File: config.mk
export PLATFORM = sky130hd
export DESIGN_NAME = vga_sync_gen
export DESIGN_NICKNAME = d
export VERILOG_FILES = /design/src/rtl/vga_sync_gen.sv
export SDC_FILE = /design/constraint.sdc
export NUM_CORES = 1
export LEC_CHECK = 0
export BUFFER_PORTS_ARGS = -buffer_cell sky130_fd_sc_hd__buf_2
export CAP_MARGIN = 0
export CORE_MARGIN = 4
export CORE_UTILIZATION = 40
export CTS_BUF_LIST = sky130_fd_sc_hd__clkbuf_4
export DETAILED_ROUTE_END_ITERATION = 10
export GPL_TIMING_DRIVEN = 0
export SETUP_SLACK_MARGIN = 0.5
export SYNTH_ARGS = -nofsm -noshare
export SYNTH_HDL_FRONTEND = slang
export SYNTH_SLANG_ARGS = --single-unit
File: constraint.sdc
create_clock -name CLK_NX -period 2 [get_ports CLK_NX]
set_input_delay 0 -clock CLK_NX [delete_from_list [all_inputs] [get_ports CLK_NX]]
set_output_delay 0 -clock CLK_NX [all_outputs]
set_load 0.05 [all_outputs]
File: src/rtl/vga_sync_gen.sv
// ---------------------------------------------------------------------------
// vga_sync_gen
//   640x480@60Hz VGA timing generator. Everything runs on CLK_NX; the 25 MHz
//   pixel_rate square wave from the clock divider is treated as data and
//   edge-detected, so one rising edge of pixel_rate advances one pixel.
//
// Ports
//   CLK_NX      in   1   system clock (the only clock)
//   reset       in   1   synchronous, active-high reset
//   pixel_rate  in   1   pixel-rate square wave; rising edge = one pixel
//   hsync       out  1   horizontal sync, active low
//   vsync       out  1   vertical sync, active low
//   video_on    out  1   presented pixel lies inside the visible area
//   pixel_x     out  10  column of the presented pixel
//   pixel_y     out  10  line of the presented pixel
//   pixel_tick  out  1   one-cycle strobe: outputs changed on this edge
//   frame_start out  1   one-cycle strobe: presented pixel is (0,0)
// ---------------------------------------------------------------------------
module vga_sync_gen #(
    parameter int H_DISPLAY = 640,
    parameter int H_FRONT   = 16,
    parameter int H_SYNC    = 96,
    parameter int H_BACK    = 48,
    parameter int V_DISPLAY = 480,
    parameter int V_FRONT   = 10,
    parameter int V_SYNC    = 2,
    parameter int V_BACK    = 33
) (
    input  logic       CLK_NX,
    input  logic       reset,
    input  logic       pixel_rate,
    output logic       hsync,
    output logic       vsync,
    output logic       video_on,
    output logic [9:0] pixel_x,
    output logic [9:0] pixel_y,
    output logic       pixel_tick,
    output logic       frame_start
);

    localparam int H_TOTAL = H_DISPLAY + H_FRONT + H_SYNC + H_BACK;
    localparam int V_TOTAL = V_DISPLAY + V_FRONT + V_SYNC + V_BACK;

    // Boundaries are 11 bits wide so a 1024-entry total with no back porch
    // still has a representable sync end.
    localparam logic [10:0] H_VIS_END  = 11'(H_DISPLAY);
    localparam logic [10:0] H_SYNC_BEG = 11'(H_DISPLAY + H_FRONT);
    localparam logic [10:0] H_SYNC_END = 11'(H_DISPLAY + H_FRONT + H_SYNC);
    localparam logic [10:0] V_VIS_END  = 11'(V_DISPLAY);
    localparam logic [10:0] V_SYNC_BEG = 11'(V_DISPLAY + V_FRONT);
    localparam logic [10:0] V_SYNC_END = 11'(V_DISPLAY + V_FRONT + V_SYNC);
    localparam logic [9:0]  H_LAST     = 10'(H_TOTAL - 1);
    localparam logic [9:0]  V_LAST     = 10'(V_TOTAL - 1);

    logic        pr_q;
    logic [9:0]  h_cnt;
    logic [9:0]  v_cnt;

    logic        tick_s;
    logic        h_wrap_s;
    logic [9:0]  h_next_s;
    logic [9:0]  v_next_s;
    logic [10:0] h_wide_s;
    logic [10:0] v_wide_s;
    logic        video_s;
    logic        hsync_s;
    logic        vsync_s;
    logic        frame_s;

    // Edge detect, next-count computation and decode of the current position.
    always_comb begin
        tick_s   = pixel_rate & ~pr_q;
        h_wrap_s = (h_cnt == H_LAST);
        h_wide_s = {1'b0, h_cnt};
        v_wide_s = {1'b0, v_cnt};

        if (h_wrap_s) begin
            h_next_s = 10'd0;
        end else begin
            h_next_s = h_cnt + 10'd1;
        end

        // The line counter only moves when the column counter wraps.
        if (!h_wrap_s) begin
            v_next_s = v_cnt;
        end else if (v_cnt == V_LAST) begin
            v_next_s = 10'd0;
        end else begin
            v_next_s = v_cnt + 10'd1;
        end

        video_s = (h_wide_s < H_VIS_END) & (v_wide_s < V_VIS_END);
        hsync_s = ~((h_wide_s >= H_SYNC_BEG) & (h_wide_s < H_SYNC_END));
        vsync_s = ~((v_wide_s >= V_SYNC_BEG) & (v_wide_s < V_SYNC_END));
        frame_s = (h_cnt == 10'd0) & (v_cnt == 10'd0);
    end

    // Counters and registered outputs; reset wins over a coincident tick.
    always_ff @(posedge CLK_NX) begin
        if (reset) begin
            // pr_q=1 hides a level-high pixel_rate at release from the edge detector.
            pr_q        <= 1'b1;
            h_cnt       <= 10'd0;
            v_cnt       <= 10'd0;
            hsync       <= 1'b1;
            vsync       <= 1'b1;
            video_on    <= 1'b0;
            pixel_x     <= 10'd0;
            pixel_y     <= 10'd0;
            pixel_tick  <= 1'b0;
            frame_start <= 1'b0;
        end else if (tick_s) begin
            pr_q        <= pixel_rate;
            h_cnt       <= h_next_s;
            v_cnt       <= v_next_s;
            hsync       <= hsync_s;
            vsync       <= vsync_s;
            video_on    <= video_s;
            pixel_x     <= h_cnt;
            pixel_y     <= v_cnt;
            pixel_tick  <= 1'b1;
            frame_start <= frame_s;
        end else begin
            pr_q        <= pixel_rate;
            pixel_tick  <= 1'b0;
            frame_start <= 1'b0;
        end
    end

endmodule

==> flow_summary.json, run 1 <==
{
  "via_per_inst": 5.12,
  "drc_errors": 0,
  "final.fill_count": 467,
  "async_flop_share_pct": 0,
  "drive_above_1_share_pct": 33.2,
  "report.final.setup_viol": 0,
  "dr.pass1.iters": 4,
  "cp_common_cell": "or4_4",
  "maxCapViolCount": 0,
  "cellPowerDensity_nw_per_um2": 567,
  "final-hold-violation-count": 0,
  "cp.required_ns": 2.29,
  "avgSynthCellArea_um2": 8.29,
  "switching_power_mw": 0.366,
  "areaGrowthSynthToFinish_pct": 31.7,
  "synth_area_um2": 1970,
  "cts_buffers": 5,
  "startpoint_type": "flop",
  "syn-num-nets": 244,
  "core.rowCount": 25,
  "worst_ir_drop_vdd_v": 0.000351,
  "ctsHtreeMaxLevel": 2,
  "core_area_um2": 4750,
  "slew_headroom_pct": 61.0,
  "drt_iter0_drc": 135,
  "vias": 1839,
  "root_buffer": "clkbuf_4",
  "p_sw_share_pct": 25.0,
  "insertedDiodeCount": 0,
  "overflow": 0,
  "rsz0062_at_grt": "true",
  "grt_usage_pct": 17.1,
  "start_util_pct": 41.3,
  "synth_common_cells": "nand2_1 (49), dfxtp_1 (46), a21oi_1 (29)",
  "place_congestion": 0.835,
  "finalCritPeriodShare_pct": 83.0,
  "critPathKind": "reg -> reg",
  "seq_area_frac_synth_pct": 46.8,
  "synthTopCellsByArea": "dfxtp_1 (47%), nand2_1 (9.4%), a21oi_1 (7.4%)",
  "power.leakage_nw": 1.00,
  "synth_seq_cells": 46,
  "fp.dieArea_um2": 6100,
  "fin_cells": 359,
  "grt_pass1_vias": 1740,
  "seq_power_share_pct": 62.9,
  "combPwrFrac_pct": 6.9,
  "final_core_util_pct": 54.4,
  "fmax_mhz": 602,
  "die_h_um": 78.1,
  "antenna_left": 0,
  "cpPeakStageDelay_ns": 0.52,
  "total_power_mw": 1.47,
  "crit_path_end_kind": "flop",
  "internal_power_mw": 1.10,
  "fin_crit_ns": 1.66,
  "syn_inst": 237,
  "cts_tree": "yes",
  "synth.distinct_cells": 42,
  "synth_most_common_cell": "nand2_1",
  "reg2reg_slack_ns": 0.34,
  "final_cell_area_um2": 2590,
  "wl_per_cell_um": 14.2,
  "grt_first_pass_wirelength_um": 8240,
  "io_buffers": 26,
  "synth_edf_count": 0,
  "slew_viol_final": 0,
  "synth_top_flop_cell": "dfxtp_1",
  "critPathArrivalTime_ns": 1.95,
  "clock_sinks": 46,
  "ys_warn_count": 0,
  "status": "complete, no violations",
  "clockBufferDepth": 2,
  "layout.nets": 298,
  "slowest_stage": "or4_4",
  "dp_hpwl_um": 3260,
  "setup_tns_ns": 0,
  "final.setup_skew_ns": 0.0179,
  "hold_depth": 4,
  "r2r_cells": 5,
  "critPathMaxFanout": 6,
  "hold_path.class": "in -> reg",
  "crit_chain": "buf_6, nand3_2, or4_4, or4_4, a21oi_2",
  "path_clk_slew_ns": 0.14,
  "antenna_found_initial": 0,
  "placed_area_um2": 2210,
  "placed_cells_incl_taps": 330,
  "ios": 28,
  "synth_top_cell_by_area": "dfxtp_1",
  "synth_top_cell_area_share_pct": 46.8,
  "clock_latency_ns": 0.36,
  "tightest_slew_ns": 0.585,
  "clockPowerShare_pct": 30.2,
  "dieWidth_um": 78.1,
  "totalWireLength_um": 5110,
  "grt_max_degree": 14
}
## critical path, delay by kind of cell, from the launching register on
family	cells	cell delay, ns
AND/OR/NAND/NOR	3	1.03
flip-flops	1	0.35
AO/OA/AOI/OAI	1	0.12
buffers and inverters	1	0.10
## stage by stage
step	setup WS, ns	hold slack [ns]
5_1_grt	0.305	0.123
4_1_cts	0.358	0.0776
6_report	0.340	0.114
2_1_floorplan	0.388	0.107
3_5_place_dp	0.193	0.249
3_3_place_gp	0.204	0.243
## repair_timing
| action | in CTS | in global routing |
|---|---|---|
| setup buffers | 14 | 6 |
| gates resized for setup | 28 | 26 |
| hold buffers | 1 | 0 |
| endpoints found under the hold margin | 1 | 0 |
| endpoints found under the setup margin | 15 | 34 |
| cloned | 0 | 0 |
| pin swaps | 8 | 7 |
## placed cells by master (no fill, tap or decap), drive strengths merged, types with 2 or more instances in the layout
cell / synthesis / final
clkbuf: 12 / 15
mux2i: 2 / 2
clkinv: 0 / 2
xor2: 5 / 5
o31ai: 2 / 2
nand3b: 3 / 3
o21ai: 4 / 4
dfxtp: 46 / 46
nand2b: 2 / 2
a31oi: 2 / 2
nor4b: 2 / 2
nor3: 6 / 6
and3: 4 / 4
xnor2: 3 / 3
or3: 4 / 4
nand3: 9 / 9
nand2: 49 / 49
or4: 3 / 3
nor2: 16 / 16
nor4: 2 / 2
buf: 3 / 52
ha: 4 / 4
nand4: 5 / 5
inv: 5 / 5
a21oi: 29 / 29
## sequential cells by signal (all words and copies together), names as in the netlist
name / cells
h_cnt: 10
pixel_x: 10
pixel_y: 10
v_cnt: 10
frame_start: 1
hsync: 1
pixel_tick: 1
pr_q: 1
video_on: 1
vsync: 1
## worst paths after layout
path	startpoint	end
hold / removal	pixel_rate	h_cnt[4]$_SDFFE_PP0P_
setup reg to reg	v_cnt[3]$_SDFFE_PP0P_	v_cnt[7]$_SDFFE_PP0P_
hold reg to reg	pixel_y[4]$_SDFFE_PP0P_	pixel_y[4]$_SDFFE_PP0P_
setup / recovery	v_cnt[3]$_SDFFE_PP0P_	v_cnt[7]$_SDFFE_PP0P_
## cells by family (layout without fill, tap and decap cells)
family                   after synthesis  after routing  share of synthesized area, %
XOR/XNOR                               8              8                          3.56
AO/OA/AOI/OAI                         42             42                          12.0
flip-flops                            46             46                          46.8
AND/OR/NAND/NOR                      115            115                          29.6
adder cells (fa/ha/maj)                4              4                          2.55
buffers and inverters                 20             75                          4.39
multiplexers                           2              2                          1.02
## layer usage
layer	track usage, %	vias to the layer above	wire length [um]
met5	0	-	0
met4	7.69	0	74
met3	3.44	9	240
met2	28.4	40	2440
met1	21.5	861	2350
li1	-	929	-
## power by group through the flow
stage          Clock (mW)  Combinational (mW)  Sequential (mW)
6_report            0.443               0.101            0.923
5_1_grt             0.493               0.109            0.925
4_1_cts             0.451              0.0953            0.925
3_5_place_dp            0              0.0810            0.949
3_3_place_gp            0              0.0806            0.949
2_1_floorplan           0              0.0458            0.962
## layout make-up
type / count / area (um2) / area share [%]
Multi-Input combinational cell: 171 / 1070 / 41.2
Sequential cell: 46 / 950 / 36.7
Timing Repair Buffer: 47 / 305 / 11.8
Buffer: 15 / 110 / 4.25
Tap cell: 67 / 83.8 / 3.24
Clock buffer: 6 / 45.0 / 1.74
Inverter: 5 / 18.8 / 0.725
Clock inverter: 2 / 8.76 / 0.338
No activity file was read; power rests on OpenSTA's default activity.
==> run 2, diff against run 1 <==
- clock period: 2 -> 1.6 ns (I/O delays scaled with it)
==> flow_summary.json, run 2 (synthesis gave the netlist of run 1 again) <==
{
  "tightest_slew_ns": 0.730,
  "core.rowCount": 25,
  "vias": 2045,
  "critPathKind": "reg -> reg",
  "seq_power_share_pct": 51.9,
  "worst_ir_drop_vdd_v": 0.000584,
  "layout.nets": 322,
  "die_h_um": 78.1,
  "place_congestion": 0.849,
  "final-seq-area_um2": 966,
  "final.fill_count": 355,
  "reg2reg_slack_ns": -0.08,
  "start_util_pct": 41.3,
  "rsz0062_at_grt": "true",
  "dr.pass1.iters": 4,
  "drt_iter0_drc": 132,
  "slowest_stage": "or4_4",
  "clock_latency_ns": 0.38,
  "overflow": 0,
  "hold_path.class": "in -> reg",
  "slew_headroom_pct": 51.3,
  "p_sw_share_pct": 22.8,
  "cts_buffers": 5,
  "antenna_left": 0,
  "clock_sinks": 46,
  "critPathMaxFanout": 6,
  "final_cell_mix": "nand2_1 (26), dfxtp_1 (26), buf_2 (26), buf_4 (24), a21oi_2 (23)",
  "fin_cells": 384,
  "status": "finished with violations",
  "cellPowerDensity_nw_per_um2": 670,
  "startpoint_type": "flop",
  "clockBufferDepth": 2,
  "fin_crit_ns": 1.68,
  "areaGrowthSynthToFinish_pct": 68.2,
  "cts_tree": "yes",
  "final.setup_skew_ns": 0.0107,
  "ios": 28,
  "placed_cells_incl_taps": 330,
  "crit_family": "simple AND/OR/NAND/NOR gates",
  "dieWidth_um": 78.1,
  "power.leakage_nw": 1.51,
  "maxCapViolCount": 0,
  "grt_max_degree": 15,
  "root_buffer": "clkbuf_4",
  "drive_above_1_share_pct": 59.2,
  "core_area_um2": 4750,
  "grt_usage_pct": 20.1,
  "cp_common_cell": "or4_4",
  "via_per_inst": 5.33,
  "dp_hpwl_um": 3280,
  "grt_pass1_vias": 1837,
  "fp.dieArea_um2": 6100,
  "crit_chain": "nand2b_4, buf_8, or4_4, or4_4, a21oi_2",
  "finalCritPeriodShare_pct": 105,
  "clockPowerShare_pct": 39.2,
  "multi_input_area_um2": 1380,
  "switching_power_mw": 0.505,
  "cpPeakStageDelay_ns": 0.46,
  "slew_viol_final": 0,
  "antenna_found_initial": 1,
  "path_clk_slew_ns": 0.12,
  "fmax_mhz": 595,
  "grt_first_pass_wirelength_um": 9620,
  "violations": "negative setup slack",
  "ctsHtreeMaxLevel": 2,
  "io_buffers": 26,
  "totalWireLength_um": 6270,
  "combPwrFrac_pct": 8.9,
  "final-hold-violation-count": 0,
  "wl_per_cell_um": 16.3,
  "drc_errors": 0,
  "internal_power_mw": 1.71,
  "setup_slack_ns": -0.0801,
  "critPathArrivalTime_ns": 2.00,
  "report.final.setup_viol": 5,
  "critPathBufInv": 1,
  "crit_path_end_kind": "flop",
  "cp.required_ns": 1.92,
  "final_core_util_pct": 69.6
}
[run 2: worst paths after layout]
| check | depth (start not counted) | endpoint | from |
|---|---|---|---|
| worst min-delay path | 5 | pixel_y[9]$_SDFFE_PP0P_ | pixel_rate |
| worst min register to register | 2 | pixel_y[2]$_SDFFE_PP0P_ | pixel_y[2]$_SDFFE_PP0P_ |
| worst max-delay path | 5 | v_cnt[9]$_SDFFE_PP0P_ | pr_q$_SDFF_PP1_ |
| worst max register to register | 5 | v_cnt[9]$_SDFFE_PP0P_ | pr_q$_SDFF_PP1_ |
[run 2: routing by layer]
layer	GRT usage (%)	vias up	routed length [um]
li1	-	986	-
met4	6.12	0	137
met3	3.78	9	428
met1	27.0	979	2670
met2	32.6	71	3030
met5	0	-	0
[run 2: worst min-delay path, stage by stage]
cell      delay, ns
buf_2          0.14
nand2b_4       0.06
buf_8          0.12
nand2_1        0.07
a21oi_2        0.05
[run 2: layout make-up]
type,instances,area share (%)
well taps,67,2.53
plain buffers,15,5.41
flip-flops and latches,46,29.2
repair buffers,71,17.1
clock buffers,5,1.14
diodes,1,0.0757
inverters,5,0.719
clock inverters,3,1.93
multi-input cells,171,41.8
[run 2: what timing repair did]
| item | in CTS | in global routing |
|---|---|---|
| gates cloned | 2 | 1 |
| resized for setup | 95 | 72 |
| hold buffers | 1 | 0 |
| pin swaps | 29 | 33 |
| endpoints found under the setup margin | 44 | 44 |
| hold endpoints to repair | 1 | 0 |
| setup buffers | 25 | 16 |
[run 2: per-stage QoR]
stage	power [mW]	instance area [um2]	worst slack, ns	hold WS, ns	TNS (ns)
CTS	2.18	2930	-0.0763	0.0973	-0.159
global route	2.29	3310	-0.128	0.121	-0.565
finish	2.21	3310	-0.0801	0.103	-0.212
floorplan	1.26	2030	-0.00962	0.107	-0.0192
global placement	1.29	2250	-0.195	0.278	-0.690
detailed placement	1.29	2250	-0.195	0.291	-0.731
[run 2: power by group through the flow]
stage               Clock (mW)  Combinational, mW  Sequential, mW
floorplan                    0             0.0611            1.20
CTS                      0.877              0.154            1.15
global route             0.931              0.208            1.15
global placement             0              0.106            1.19
detailed placement           0              0.106            1.19
finish                   0.868              0.197            1.15
